### config.mk
export PLATFORM = sky130hd
export DESIGN_NAME = rvm_pcu
export DESIGN_NICKNAME = d
export VERILOG_FILES = /design/src/rtl/rvm_pcu_pkg.sv /design/src/rtl/rvm_pcu.sv
export SDC_FILE = /design/constraint.sdc
export NUM_CORES = 1
export LEC_CHECK = 0
export CORE_MARGIN = 4
export CORE_UTILIZATION = 34
export DETAILED_ROUTE_END_ITERATION = 8
export PLACE_DENSITY_LB_ADDON = 0.2
export SYNTH_ARGS = -nofsm -noshare
export SYNTH_HDL_FRONTEND = slang
export SYNTH_SLANG_ARGS = --single-unit
### constraint.sdc
create_clock -name clk -period 2.2 [get_ports clk]
set_input_delay 0.55 -clock clk [delete_from_list [all_inputs] [get_ports clk]]
set_output_delay 0.55 -clock clk [all_outputs]
set_load 0.02 [all_outputs]
### src/rtl/rvm_pcu_pkg.sv
// Shared encodings for the RISC-V program counter / fetch unit: next-PC selects,
// FSM state codes, trap cause codes and the next-PC helper.
package rvm_pcu_pkg;

    localparam logic [1:0] RVM_PCU_SEL_SEQ    = 2'b00;
    localparam logic [1:0] RVM_PCU_SEL_BRANCH = 2'b01;
    localparam logic [1:0] RVM_PCU_SEL_MEPC   = 2'b10;

    localparam logic [2:0] RVM_PCU_ST_REQ   = 3'd0;
    localparam logic [2:0] RVM_PCU_ST_WAIT  = 3'd1;
    localparam logic [2:0] RVM_PCU_ST_HOLD  = 3'd2;
    localparam logic [2:0] RVM_PCU_ST_DRAIN = 3'd3;
    localparam logic [2:0] RVM_PCU_ST_TRAP  = 3'd4;

    localparam logic RVM_PCU_CAUSE_MISALIGN = 1'b0;
    localparam logic RVM_PCU_CAUSE_FAULT    = 1'b1;

    typedef enum logic [2:0] {
        ST_REQ   = RVM_PCU_ST_REQ,
        ST_WAIT  = RVM_PCU_ST_WAIT,
        ST_HOLD  = RVM_PCU_ST_HOLD,
        ST_DRAIN = RVM_PCU_ST_DRAIN,
        ST_TRAP  = RVM_PCU_ST_TRAP
    } pcu_state_e;

    // Select 2'b11 is reserved and falls back to sequential execution.
    function automatic logic [31:0] next_pc(input logic [31:0] pc,
                                            input logic [1:0]  sel,
                                            input logic [31:0] branch_target,
                                            input logic [31:0] mepc);
        case (sel)
            RVM_PCU_SEL_BRANCH: next_pc = branch_target;
            RVM_PCU_SEL_MEPC:   next_pc = mepc;
            default:            next_pc = pc + 32'd4;
        endcase
    endfunction

endpackage

### src/rtl/rvm_pcu.sv
// Program counter and single-outstanding instruction fetch unit. Holds the PC,
// fetches one word at a time, computes the next PC on retirement, reports fetch traps.
module rvm_pcu
    import rvm_pcu_pkg::*;
#(
    parameter logic [31:0] RVM_PCU_RESET_PC = 32'h0000_0000
) (
    input  logic        clk,
    input  logic        reset,
    output logic        imem_req,
    output logic [31:0] imem_addr,
    input  logic        imem_gnt,
    input  logic        imem_rvalid,
    input  logic [31:0] imem_rdata,
    input  logic        imem_error,
    output logic [31:0] instr,
    output logic        instr_valid,
    input  logic        advance,
    input  logic [1:0]  pc_sel,
    input  logic [31:0] branch_target,
    input  logic        goto_mtvec,
    input  logic [31:2] mtvec,
    input  logic [31:0] mepc,
    output logic [31:0] pc,
    output logic        instr_retired,
    output logic        trap_iaddr_misalign,
    output logic        trap_iaddr_fault,
    output logic        ld_bad_addr,
    output logic [31:0] bad_addr_val
);

    pcu_state_e state;
    logic       cause;
    logic       pc_aligned;

    assign pc_aligned = (pc[1:0] == 2'b00);

    // Everything the SCU feeds back on (trap lines, ld_bad_addr) comes from
    // registered state only, so goto_mtvec can never close a combinational loop.
    assign imem_req            = !reset && (state == ST_REQ) && pc_aligned;
    assign imem_addr           = pc;
    assign instr_valid         = (state == ST_HOLD);
    assign ld_bad_addr         = (state == ST_TRAP);
    assign trap_iaddr_misalign = (state == ST_TRAP) && (cause == RVM_PCU_CAUSE_MISALIGN);
    assign trap_iaddr_fault    = (state == ST_TRAP) && (cause == RVM_PCU_CAUSE_FAULT);
    assign bad_addr_val        = pc;
    assign instr_retired       = !reset && (state == ST_HOLD) && advance && !goto_mtvec;

    // NOTE: all state below uses non-blocking assignments so every register
    // samples pre-edge values; blocking here would leak new pc into the same edge.
    always_ff @(posedge clk) begin
        if (reset) begin
            state <= ST_REQ;
            pc    <= RVM_PCU_RESET_PC;
            instr <= 32'h0;
            cause <= RVM_PCU_CAUSE_MISALIGN;
        end else if (goto_mtvec) begin
            // Redirect beats everything; an in-flight fetch must still be drained.
            pc <= {mtvec, 2'b00};
            if ((state == ST_WAIT || state == ST_DRAIN) && !imem_rvalid)
                state <= ST_DRAIN;
            else
                state <= ST_REQ;
        end else begin
            case (state)
                ST_REQ: begin
                    if (!pc_aligned) begin
                        state <= ST_TRAP;
                        cause <= RVM_PCU_CAUSE_MISALIGN;
                    end else if (imem_gnt) begin
                        state <= ST_WAIT;
                    end
                end
                ST_WAIT: begin
                    if (imem_rvalid) begin
                        if (imem_error) begin
                            state <= ST_TRAP;
                            cause <= RVM_PCU_CAUSE_FAULT;
                        end else begin
                            instr <= imem_rdata;
                            state <= ST_HOLD;
                        end
                    end
                end
                ST_HOLD: begin
                    if (advance) begin
                        pc    <= next_pc(pc, pc_sel, branch_target, mepc);
                        state <= ST_REQ;
                    end
                end
                ST_DRAIN: begin
                    if (imem_rvalid)
                        state <= ST_REQ;
                end
                ST_TRAP: state <= ST_TRAP;
                default: state <= ST_REQ;
            endcase
        end
    end

endmodule

-- Yosys cells after proc, flatten, opt, wreduce, memory -nomap -nowiden
Cells that the tools add are included.
- bits in registers: 68
- latch bits: 0
- memory bits (writable): 0
- bits in read-only memories: 0
- input bits: 135
- output and inout port bits: 134
- logic and storage cells: 62
- memories: 0
- add/subtract/negate cells: 1
- $mul: 0
- div/mod/pow operators: 0
- magnitude comparators: 0
- eq/ne operators: 13
- shift-type cells: 0
- muxes and demuxes: 17
- bitwise operators: 3
- reduce and logical (&&, ||, !) cells: 23
- operators with widths (cell ; count):
    two-way mux 32 bit ; 3
    one-hot mux 32 bit (2 select lines) ; 1
    adder 32 x 3 -> 32 bit, second input constant ; 1
    two-way mux 3 bit ; 7
    one-hot mux 3 bit (5 select lines) ; 1
    logical AND 1 bit ; 8
    AND reduction 4 bit ; 2
    == test 3 x 2 -> 1 bit, second input constant ; 2
    != test 2 bit, second input constant ; 3
    != test 3 bit, second input constant ; 2
    nonzero test 2 bit ; 3
    AND reduction 5 bit ; 1
    != test 4 bit, second input constant ; 1
    AND reduction 2 bit ; 2
    == test 3 x 1 -> 1 bit, second input constant ; 1
    == test 3 bit, second input constant ; 1
    zero test 1 bit ; 3
    zero test 3 bit ; 1
    two-way mux 1 bit ; 3
    != test 3 x 1 -> 1 bit, second input constant ; 1
    inverter 1 bit ; 3
    == test 2 x 1 -> 1 bit, second input constant ; 1
    == test 2 bit, second input constant ; 1
    zero test 2 bit ; 1
    other kinds (4) ; 4

-- Depth between registers and ports, before layout
Gate-level depths: netlist (run 1).
- depth after elaboration: 5
- mapped depth: 8
- gate-level depth less buffers: 6

-- Worst setup path before layout (run 1)
No wires, ideal clock.
- path kind: reg2reg
- from: reg pc[4] (netlist: bad_addr_val[4])
- to: reg pc[23] (netlist: bad_addr_val[23])
- arrival time: 2077 ps
- setup slack: 52 ps
- stages on the path, launching flop included: 8
- buffers on the path: 2
- cell sequence: dfxtp_1 > and4_1 > buf_4 > or3b_1 > clkbuf_2 > or4_1 > a311oi_1 > o21bai_1
- word-level cells in the longest chain between the ends: 5
- RTL lines (what ; RTL line ; RTL):
    from (decl) ; rvm_pcu.sv:24 ; output logic [31:0] pc,
    from (signal assigned) ; rvm_pcu.sv:59 ; pc <= {mtvec, 2'b00};
    from (signal assigned) ; rvm_pcu.sv:87 ; pc <= next_pc(pc, pc_sel, branch_target, mepc);
    adder 32 x 3 -> 32 bit ; rvm_pcu_pkg.sv:34 ; default: next_pc = pc + 32'd4;
    one-hot mux 32 bit (2 select lines) ; rvm_pcu_pkg.sv:31 ; case (sel)
    two-way mux 32 bit ; rvm_pcu.sv:86 ; if (advance) begin
    two-way mux 32 bit ; rvm_pcu.sv:65 ; case (state)
    two-way mux 32 bit ; rvm_pcu.sv:57 ; end else if (goto_mtvec) begin
No other way between the ends. The select of a mux whose other input is x is not followed.
A chain may end at the register's enable or synchronous reset.

-- Final worst setup path (run 1)
- from: reg state[2]
- to: out instr_retired
- word-level cells in the longest chain between the ends: 4
- RTL lines (what ; RTL line ; RTL):
    from (decl) ; rvm_pcu.sv:32 ; pcu_state_e state;
    from (signal assigned) ; rvm_pcu.sv:53 ; state <= ST_REQ;
    from (signal assigned) ; rvm_pcu.sv:61 ; state <= ST_DRAIN;
    from (signal assigned) ; rvm_pcu.sv:63 ; state <= ST_REQ;
    == test 3 x 2 -> 1 bit ; rvm_pcu.sv:47 ; assign instr_retired = !reset && (state == ST_HOLD) && advance && !goto_mtvec;
    logical AND 1 bit (3 in series) ; rvm_pcu.sv:47 ;
    to (decl) ; rvm_pcu.sv:25 ; output logic instr_retired,
No other way between the ends.

==> metrics.txt, run 1 <==
fraction of final layout cells sized beyond drive strength 1 0.116; placeable core area 12,700 sq um; Pre-Repair DR Iteration Count 5; CTS clock-pin slew for the worst setup and hold paths 0.05 ns; Post-Route Skew around 0.0052 ns; Max Cap Viol 0; total buffers and inverters traversed by the critical path 3; part of the power in combinational logic 0.271; minimum setup slack among reg-to-reg paths 0.13 ns; detailed placement HPWL between 10,000 and 15,000 um; Metal-1 WL 7130 um; area share of the largest cell type after synthesis 0.308; total nets after synthesis 730; share of synthesized registers carrying an async set or reset 0; tightest hold margin 0.454 ns; most used standard cell by instance count after synthesis nand2_1; via count between 5k and 6k; post-detailed-routing wire length 18,500 um; leakage power figure 2.72 nW; final worst path period share 0.975; Startpoint Class flop; worst-path maximum fanout 7; Hold Crit Endpoint instr[4]; quantity of I/O buffers inserted on ports 268; launch point of the worst reg-to-reg path bad_addr_val[2]; fill cell total of the finished layout approximately 1.1k; Overflow after GRT 0; cell count of the worst hold path 2; number of hold buffers added after cts 0; Sw Ratio 0.280; final instance area 7540 sq um; sum of met2 wire segment lengths after detailed routing 8820 um; Die Height 122 um; commonest cells in the netlist nand2_1, a21oi_1, dfxtp_1, buf_4, clkbuf_1; worst stage delay on the critical path 0.36 ns; Power Total 0.00383 W; highest layer used for signal routing met4; buffers from clock root to sink, at most 2; Flop pwr share 0.345; TNS Setup 0 ns; starting density of the core 0.349; total count of hold-check failures in the final report 0; master cell of the clock root buffer clkbuf_16; post-synthesis average cell area 7.46 sq um; worst hold path class flop to flop; worst reg2reg endpoint bad_addr_val[18]; clk_lat worst skew approximately 0.34 ns; GRT Resource Usage Total 0.240; worst supply voltage drop on vdd between 400 and 500 uV; clk sinks 68; cells after synthesis 592; Worst Path Class, Setup flop to output port; Placement Cell Area just over 7000 sq um; final weighted congestion in routability-driven placement 0.860; pwr dens slightly above 500 nW/um^2; switching power of the nets roughly 0.0011 W; worst path arrival time about 1.6 ns; Slowest-stage cell, CP dfxtp_2; part of the power in the clock network 0.385; area added between synthesis and finish 70.7%; Total Nets Final 964; top flip-flop cell by instance count after synthesis dfxtp_1; synthesis warning total 0; number of global-route vias before repair around 5.5k; Via density 5.45; Routed WL per cell approximately 18 um; area of the die 14,900 sq um; Iteration-0 DRC Markers 374; DRC Markers 0; global-route wire length before repair 28,300 um; biggest area contributors in the synthesized netlist dfxtp_1, buf_4, a21oi_1; cell accounting for the most synthesized area dfxtp_1; Slew headroom 0.633; Cell Area, Synth 4420 sq um; Seq cells post-synth 68; Hold Path Origin instr[4]; worst endpoint required time approximately 1.7 ns; utilization after layout 0.595; RSZ-0062 raised after global routing yes; maximum level of the CTS H-tree 3; transition time of the tightest slew-check pin 0.550 ns; number of failing setup endpoints in the final timing report 0; number of unique standard cell types used by synthesis 53; maximum number of pins on one net before global-route repair 51; number of core rows 41; metal3 WL 2170 um; Num CTS Buffers 9; antenna violations before repair 1; part of the Yosys area used for sequential elements 0.308; count of pins over their slew limit 0; number of cells on the worst reg-to-reg path 6; internal power 0.00276 W; run status finished, final reports clean; maximum clock frequency approximately 470 MHz; Detail Route Antenna Nets 0; number of enable-type register cells in the synthesized netlist 0; shortest period the worst path allows 2.15 ns; crit end category output port; Top Family by Delay on Critical Path simple AND/OR/NAND/NOR gates; Die Width around 120 um; Top Ports 269; TritonCTS clock tree done; ordered cell list for the critical path buf_4 -> nand4bb_4 -> or3_4 -> inv_2 -> buf_6
==> layer usage <==
layer  vias up  global-route usage
met5         -                   0
met4         0               0.102
met3        25              0.0836
met2       306               0.397
met1      2537               0.281
li1       2591                   -
==> flip-flops by register name, summed over array words and instances, names as in the netlist, named ones only <==
register      flops
state             3
instr            32
cause             1
bad_addr_val     30
==> power by group through the flow <==
stage	registers (W)	clock network (W)	logic (W)
floorplan	0.00139	0	0.000434
global placement	0.00134	0	0.00101
detailed placement	0.00134	0	0.00102
CTS	0.00132	0.00150	0.00102
global route	0.00132	0.00155	0.00110
finish	0.00132	0.00147	0.00104
==> area by class of cell <==
| cell class | count | area [sq um] | area share |
|---|---|---|---|
| well taps | 172 | 215 | 0.0285 |
| inverters | 15 | 56.3 | 0.00746 |
| clock buffers | 12 | 256 | 0.0340 |
| repair buffers | 334 | 3200 | 0.425 |
| flip-flops and latches | 68 | 1370 | 0.181 |
| multi-input cells | 398 | 2410 | 0.319 |
| diodes | 1 | 2.50 | 0.000332 |
| clock inverters | 2 | 35.0 | 0.00464 |
==> cell families after synthesis <==
group	share of synthesized area
multiplexers	0.00680
XOR/XNOR	0.0119
AND/OR/NAND/NOR	0.207
buffers and inverters	0.163
adder cells (fa/ha/maj)	0.00849
AO/OA/AOI/OAI	0.296
flip-flops	0.308
==> per-stage QoR <==
stage / cells / setup slack, ns
final: 1002 / 0.0540
after global routing: 1002 / -0.00181
after CTS: 1000 / 0.00836
after detailed placement: 986 / -0.262
after global placement: 986 / -0.248
after floorplan: 592 / 0.0521
==> worst max path at each step <==
stage	from	end	cells after the start
floorplan	bad_addr_val[4]	bad_addr_val[23]	7
global placement	pc_sel[0]	bad_addr_val[31]	8
detailed placement	pc_sel[0]	bad_addr_val[21]	9
CTS	state[2]	instr_retired	5
global route	state[2]	instr_retired	5
finish	state[2]	instr_retired	5
==> worst register-to-register path, stage by stage (launching register included) <==
cell,delay (ns)
dfxtp_1,0.43
ha_1,0.24
and4_2,0.33
nand4_1,0.22
or3_1,0.40
a311o_1,0.30
o21ai_0,0.07
==> what timing repair did <==
action                     in CTS  in global routing
setup endpoints to repair       6                 21
pin swaps                       0                  2
buffers inserted                0                  1
gates resized for setup         8                 14
==> placed cells by master, fill, tap and decap left out, types with 14 or more instances in the layout <==
cell             instances
a21oi_1                 78
a221oi_1                25
and3_1                  17
buf_4                   62
clkdlybuf4s50_1        259
dfxtp_1                 65
inv_1                   14
nand2_1                 80
nor2_1                  24
nor3_1                  14
o21ai_0                 27
Note: power is estimated with default switching activity, not from simulation.
==> inputs of run 2 (changes only) <==
Settings changed: ABC_AREA set to 1, CORE_UTILIZATION 34 to 35.
==> run 2 against run 1 <==
Net effect: synthesized area grew 6.9%; clock skew grew 0.0027 ns; register-to-register slack gained 0.32 ns; critical path type unchanged.
==> metrics.txt, run 2 <==
total count of hold-check failures in the final report 0; number of cells on the worst reg-to-reg path 10; RSZ-0062 raised after global routing no; area of the die between 15,000 and 20,000 sq um; GRT Resource Usage Total 0.220; TNS Setup 0 ns; placeable core area approximately 13,000 sq um; top flip-flop cell by instance count after synthesis dfxtp_1; final worst path period share 0.968; Seq cells post-synth just under 70; Slew headroom 0.625; worst endpoint required time between 1.5 and 2 ns; share of synthesized registers carrying an async set or reset 0; Num CTS Buffers 9; shortest period the worst path allows 2.13 ns; Power Total 0.00388 W; max FFs per register 32; Die Height 124 um; transition time of the tightest slew-check pin 0.561 ns; multi-input gate area in the final layout between 2000 and 2500 sq um; area added between synthesis and finish 61.0%; sequential cell area in the final layout 1360 sq um; maximum number of pins on one net before global-route repair 34; clk sinks 68; number of failing setup endpoints in the final timing report 0; master cell of the clock root buffer clkbuf_16; Iteration-0 DRC Markers 274; worst slack, placed -0.0854 ns; cell accounting for the most synthesized area dfxtp_1; Overflow after GRT 0; Pre-Repair DR Iteration Count 4; global-route wire length before repair 26,400 um; worst stage delay on the critical path 0.71 ns; switching power of the nets 0.00114 W; minimum setup slack among reg-to-reg paths 0.45 ns; Die Width 124 um; clk_lat worst skew between 0.3 and 0.4 ns; Routed WL per cell around 15 um; cells after synthesis 759; post-synthesis average cell area slightly above 6 sq um; count of pins over their slew limit 0; worst reg2reg endpoint bad_addr_val[14]; maximum level of the CTS H-tree 3; final weighted congestion in routability-driven placement 0.943; part of the power in the clock network 0.392; detailed placement HPWL 13,400 um; Most flops, register instr; run status finished, final reports clean; part of the Yosys area used for sequential elements 0.288; TritonCTS clock tree done; number of global-route vias before repair approximately 5.3k; commonest non-fill, non-tap cells in the layout clkdlybuf4s50_1, nand2_1, nor2_1, dfxtp_1, inv_1; Cell Area, Synth 4720 sq um; ordered cell list for the critical path clkdlybuf4s50_1; Worst Path Class, Setup flop to output port; setup slack of the critical path after layout 0.0703 ns; number of core rows 42; number of enable-type register cells in the synthesized netlist 0; Total Nets Final 1,111; total buffers and inverters traversed by the critical path 1; maximum clock frequency 470 MHz; fraction of final layout cells sized beyond drive strength 1 0.0716; worst path arrival time 1.58 ns; antenna violations before repair 0; Top Family by Delay on Critical Path buffers and inverters; Hold Crit Endpoint instr[29]; most used standard cell by instance count after synthesis nand2_1; worst hold path class flop to flop; pwr dens 511 nW/um^2; Slowest-stage cell, CP clkdlybuf4s50_1; Top Ports around 270; starting density of the core 0.357; Flop pwr share 0.347; worst supply voltage drop on vdd between 300 and 400 uV; antenna cell count 0; worst-path maximum fanout 8; area share of the largest cell type after synthesis 0.288; via count ~5.5k; Sw Ratio 0.293; leakage power figure 2.91 nW; fill cell total of the finished layout around 1.4k; Via density 4.78; most common library cell in the layout ignoring fill and taps clkdlybuf4s50_1; quantity of I/O buffers inserted on ports roughly 270; Hold Path Origin instr[29]; number of unique standard cell types used by synthesis 34; CTS clock-pin slew for the worst setup and hold paths 0.06 ns; crit end category output port; buffers from clock root to sink, at most 2; number of buffers inserted to repair setup after CTS 0; internal power 0.00275 W; Startpoint Class flop; number of hold buffers added after cts 0; DRC Markers 0; synthesis warning total 0; post-detailed-routing wire length between 15,000 and 20,000 um; part of the power in combinational logic 0.260; total nets after synthesis 897; utilization after layout 0.574; Post-Route Skew 0.00791 ns; commonest cells in the netlist nand2_1, nor2_1, dfxtp_1, buf_4, inv_1; Max Cap Viol 0; biggest area contributors in the synthesized netlist dfxtp_1, nand2_1, nor2_1; Detail Route Antenna Nets 0; cell count of the worst hold path 2; launch point of the worst reg-to-reg path bad_addr_val[2]; launch point of the worst path bad_addr_val[14]
==> run 2: what timing repair did <==
item | 4_1_cts | 5_1_grt
endpoints found under the hold margin | 0 | 0
gates resized for setup | 4 | 5
endpoints found under the setup margin | 4 | 3
==> run 2: through the flow <==
step | std cells | hold WS, ns | area [sq um]
after floorplan | 759 | 0.527 | 4720
after global placement | 1138 | 0.460 | 7300
after detailed placement | 1138 | 0.473 | 7300
after CTS | 1154 | 0.485 | 7610
after global routing | 1154 | 0.498 | 7600
final | 1154 | 0.479 | 7600
==> run 2: worst max path at each step <==
stage                                      to  slack, ns  depth (start not counted)
final                        bad_addr_val[14]       0.07                          1
after detailed placement             imem_req      -0.09                          3
after floorplan                 instr_retired       0.21                          5
after global routing                 imem_req     0.0009                          5
after CTS                 trap_iaddr_misalign       0.05                          6
after global placement               imem_req      -0.09                          3
==> run 2: area by class of cell <==
class                   instances  area share
clock inverters                 6     0.00954
repair buffers                303       0.394
multi-input cells             525       0.325
clock buffers                  10      0.0314
inverters                      66      0.0326
flip-flops and latches         68       0.179
well taps                     176      0.0290
==> run 2: cell families (layout without fill, tap and decap cells) <==
family,Yosys count,in the layout,synth area share
AND/OR/NAND/NOR,380,380,0.328
buffers and inverters,166,385,0.190
AO/OA/AOI/OAI,132,132,0.168
flip-flops,68,68,0.288
XOR/XNOR,10,10,0.0185
adder cells (fa/ha/maj),3,3,0.00795
==> run 2: metal layers <==
layer	share of wire	GRT usage	wire [um]
met3	0.099	0.0708	1690
met4	0.021	0.0794	363
met2	0.49	0.391	8490
met5	0	0	0
met1	0.39	0.246	6610
==> run 2: power groups by stage <==
stage	combinational, W	sequential (W)	clock, W
6_report	0.00101	0.00135	0.00152
5_1_grt	0.00110	0.00136	0.00161
4_1_cts	0.00102	0.00135	0.00156
3_5_place_dp	0.00101	0.00138	0
3_3_place_gp	0.00101	0.00137	0
2_1_floorplan	0.000466	0.00141	0
==> inputs of run 3 (changes only) <==
Settings changed: PLACE_DENSITY set to 0.77, PLACE_DENSITY_LB_ADDON 0.2 to not set.
==> run 3 against run 2 <==
Net effect: clock-buffer cell count unchanged; total power increased by 5.6%; combinational power about the same; clock power increased by 14%; final area increased by 0.20%; sequential power about the same; register-to-register slack got worse by 0.05 ns; non-clock buffer count decreased by 6; clock skew about the same; first-iteration DRC count decreased by 5.1%; critical endpoint is now bad_addr_val[12].
==> metrics.txt, run 3 (synthesis results as in run 2) <==
run status finished, final reports clean; area of the die 15,400 sq um; met2 Use GR 0.407; shortest period the worst path allows ~2.1 ns; final weighted congestion in routability-driven placement 0.908; area added between synthesis and finish 61.3%; via count 5,594; Die Width 124 um; most common library cell in the layout ignoring fill and taps clkdlybuf4s50_1; CTS clock-pin slew for the worst setup and hold paths 0.06 ns; maximum clock frequency between 400 and 500 MHz; fraction of final layout cells sized beyond drive strength 1 0.0700; Via density 4.87; number of cells on the worst reg-to-reg path 7; number of core rows 42; routing layer with the top usage in global route met2; commonest non-fill, non-tap cells in the layout clkdlybuf4s50_1, nand2_1, nor2_1, dfxtp_1, inv_1; minimum setup slack among reg-to-reg paths 0.40 ns; worst path arrival time 1.56 ns; placeable core area 13,200 sq um; Overflow after GRT 0; quantity of I/O buffers inserted on ports 268; Slew headroom 0.726; Num CTS Buffers 9; worst hold path class flop to flop; Worst Path Class, Setup flop to output port; final worst path period share 0.961; number of hold buffers added after cts 0; RSZ-0062 raised after global routing no; transition time of the tightest slew-check pin about 0.41 ns; worst-path maximum fanout 6; setup slack of the critical path after layout 0.0859 ns; master cell of the clock root buffer clkbuf_16; Slowest-stage cell, CP clkdlybuf4s50_1; Most flops, register instr; DRC Markers 0; buffers from clock root to sink, at most 2; pwr dens 538 nW/um^2; antenna violations before repair 0; Post-Route Skew 0.00837 ns; ordered cell list for the critical path clkdlybuf4s50_1; worst supply voltage drop on vdd 425 uV; total buffers and inverters traversed by the critical path 1; Total Nets Final 1,105; launch point of the worst reg-to-reg path bad_addr_val[4]; number of failing setup endpoints in the final timing report 0; CTS-repair resized insts 14; met1 Track Usage GR 0.233; Die Height 124 um; Startpoint Class flop; Pre-Repair DR Iteration Count 5; maximum level of the CTS H-tree 3; antenna cell count 0; worst slack, placed -0.462 ns; leakage power figure between 2 and 3 nW; Detail Route Antenna Nets 0; Top Ports 269; fill cell total of the finished layout 1,310; maximum number of pins on one net before global-route repair 35; number of buffers inserted to repair setup after CTS 0; Critical path destination bad_addr_val[12]; TNS Setup 0 ns; GRT Resource Usage Total 0.225; total count of hold-check failures in the final report 0; utilization after layout 0.575; starting density of the core 0.357; met3 Use GR 0.0949; crit end category output port; post-detailed-routing wire length 17,700 um; Routed WL per cell 15.4 um; global-route wire length before repair 26,800 um; TritonCTS clock tree done; Top Family by Delay on Critical Path buffers and inverters; count of cell instances traversed by the critical path 1; worst endpoint required time around 1.7 ns; clk_lat worst skew about 0.34 ns; launch point of the worst path bad_addr_val[12]; worst stage delay on the critical path between 0.6 and 0.7 ns; number of global-route vias before repair 5,345; worst reg2reg endpoint bad_addr_val[16]; Iteration-0 DRC Markers 260; clk sinks around 70; Max Cap Viol 0; detailed placement HPWL ~14,000 um; max FFs per register 32; count of pins over their slew limit 0
run 3: worst min path at each step:
stage,startpoint,to,slack [ns],cells after the start
after CTS,instr[8],instr[8],0.48,2
after global routing,instr[10],instr[10],0.51,2
final,instr[8],instr[8],0.48,2
after floorplan,cause,cause,0.53,2
after detailed placement,instr[8],instr[8],0.47,2
after global placement,instr[17],instr[17],0.46,2
run 3: where the power goes:
group          total, W  switching [W]  internal (W)
combinational   0.00101       0.000469      0.000543
clock           0.00174       0.000600       0.00114
sequential      0.00135      0.0000724       0.00128
total           0.00410        0.00114       0.00296
run 3: layout make-up:
cell class              instances  area, sq um  share of cell area
flip-flops and latches         68         1360               0.179
clock buffers                  10          239              0.0314
inverters                      66          248              0.0325
well taps                     176          220              0.0289
repair buffers                297         2960               0.389
multi-input cells             525         2470               0.325
clock inverters                 6          111              0.0146
run 3: metrics by stage:
step           std cells  hold slack [ns]  area (sq um)  total power (W)
6_report            1148            0.480          7620          0.00410
5_1_grt             1148            0.510          7620          0.00427
4_1_cts             1148            0.484          7620          0.00413
3_5_place_dp        1132            0.473          7270          0.00239
3_3_place_gp        1132            0.461          7270          0.00238
2_1_floorplan        759            0.527          4720          0.00187
run 3: per-layer routing:
layer / up-vias / wire [um]
met5: - / 0
met4: 0 / 325
met3: 23 / 2230
met2: 253 / 8760
met1: 2524 / 6370
li1: 2794 / -
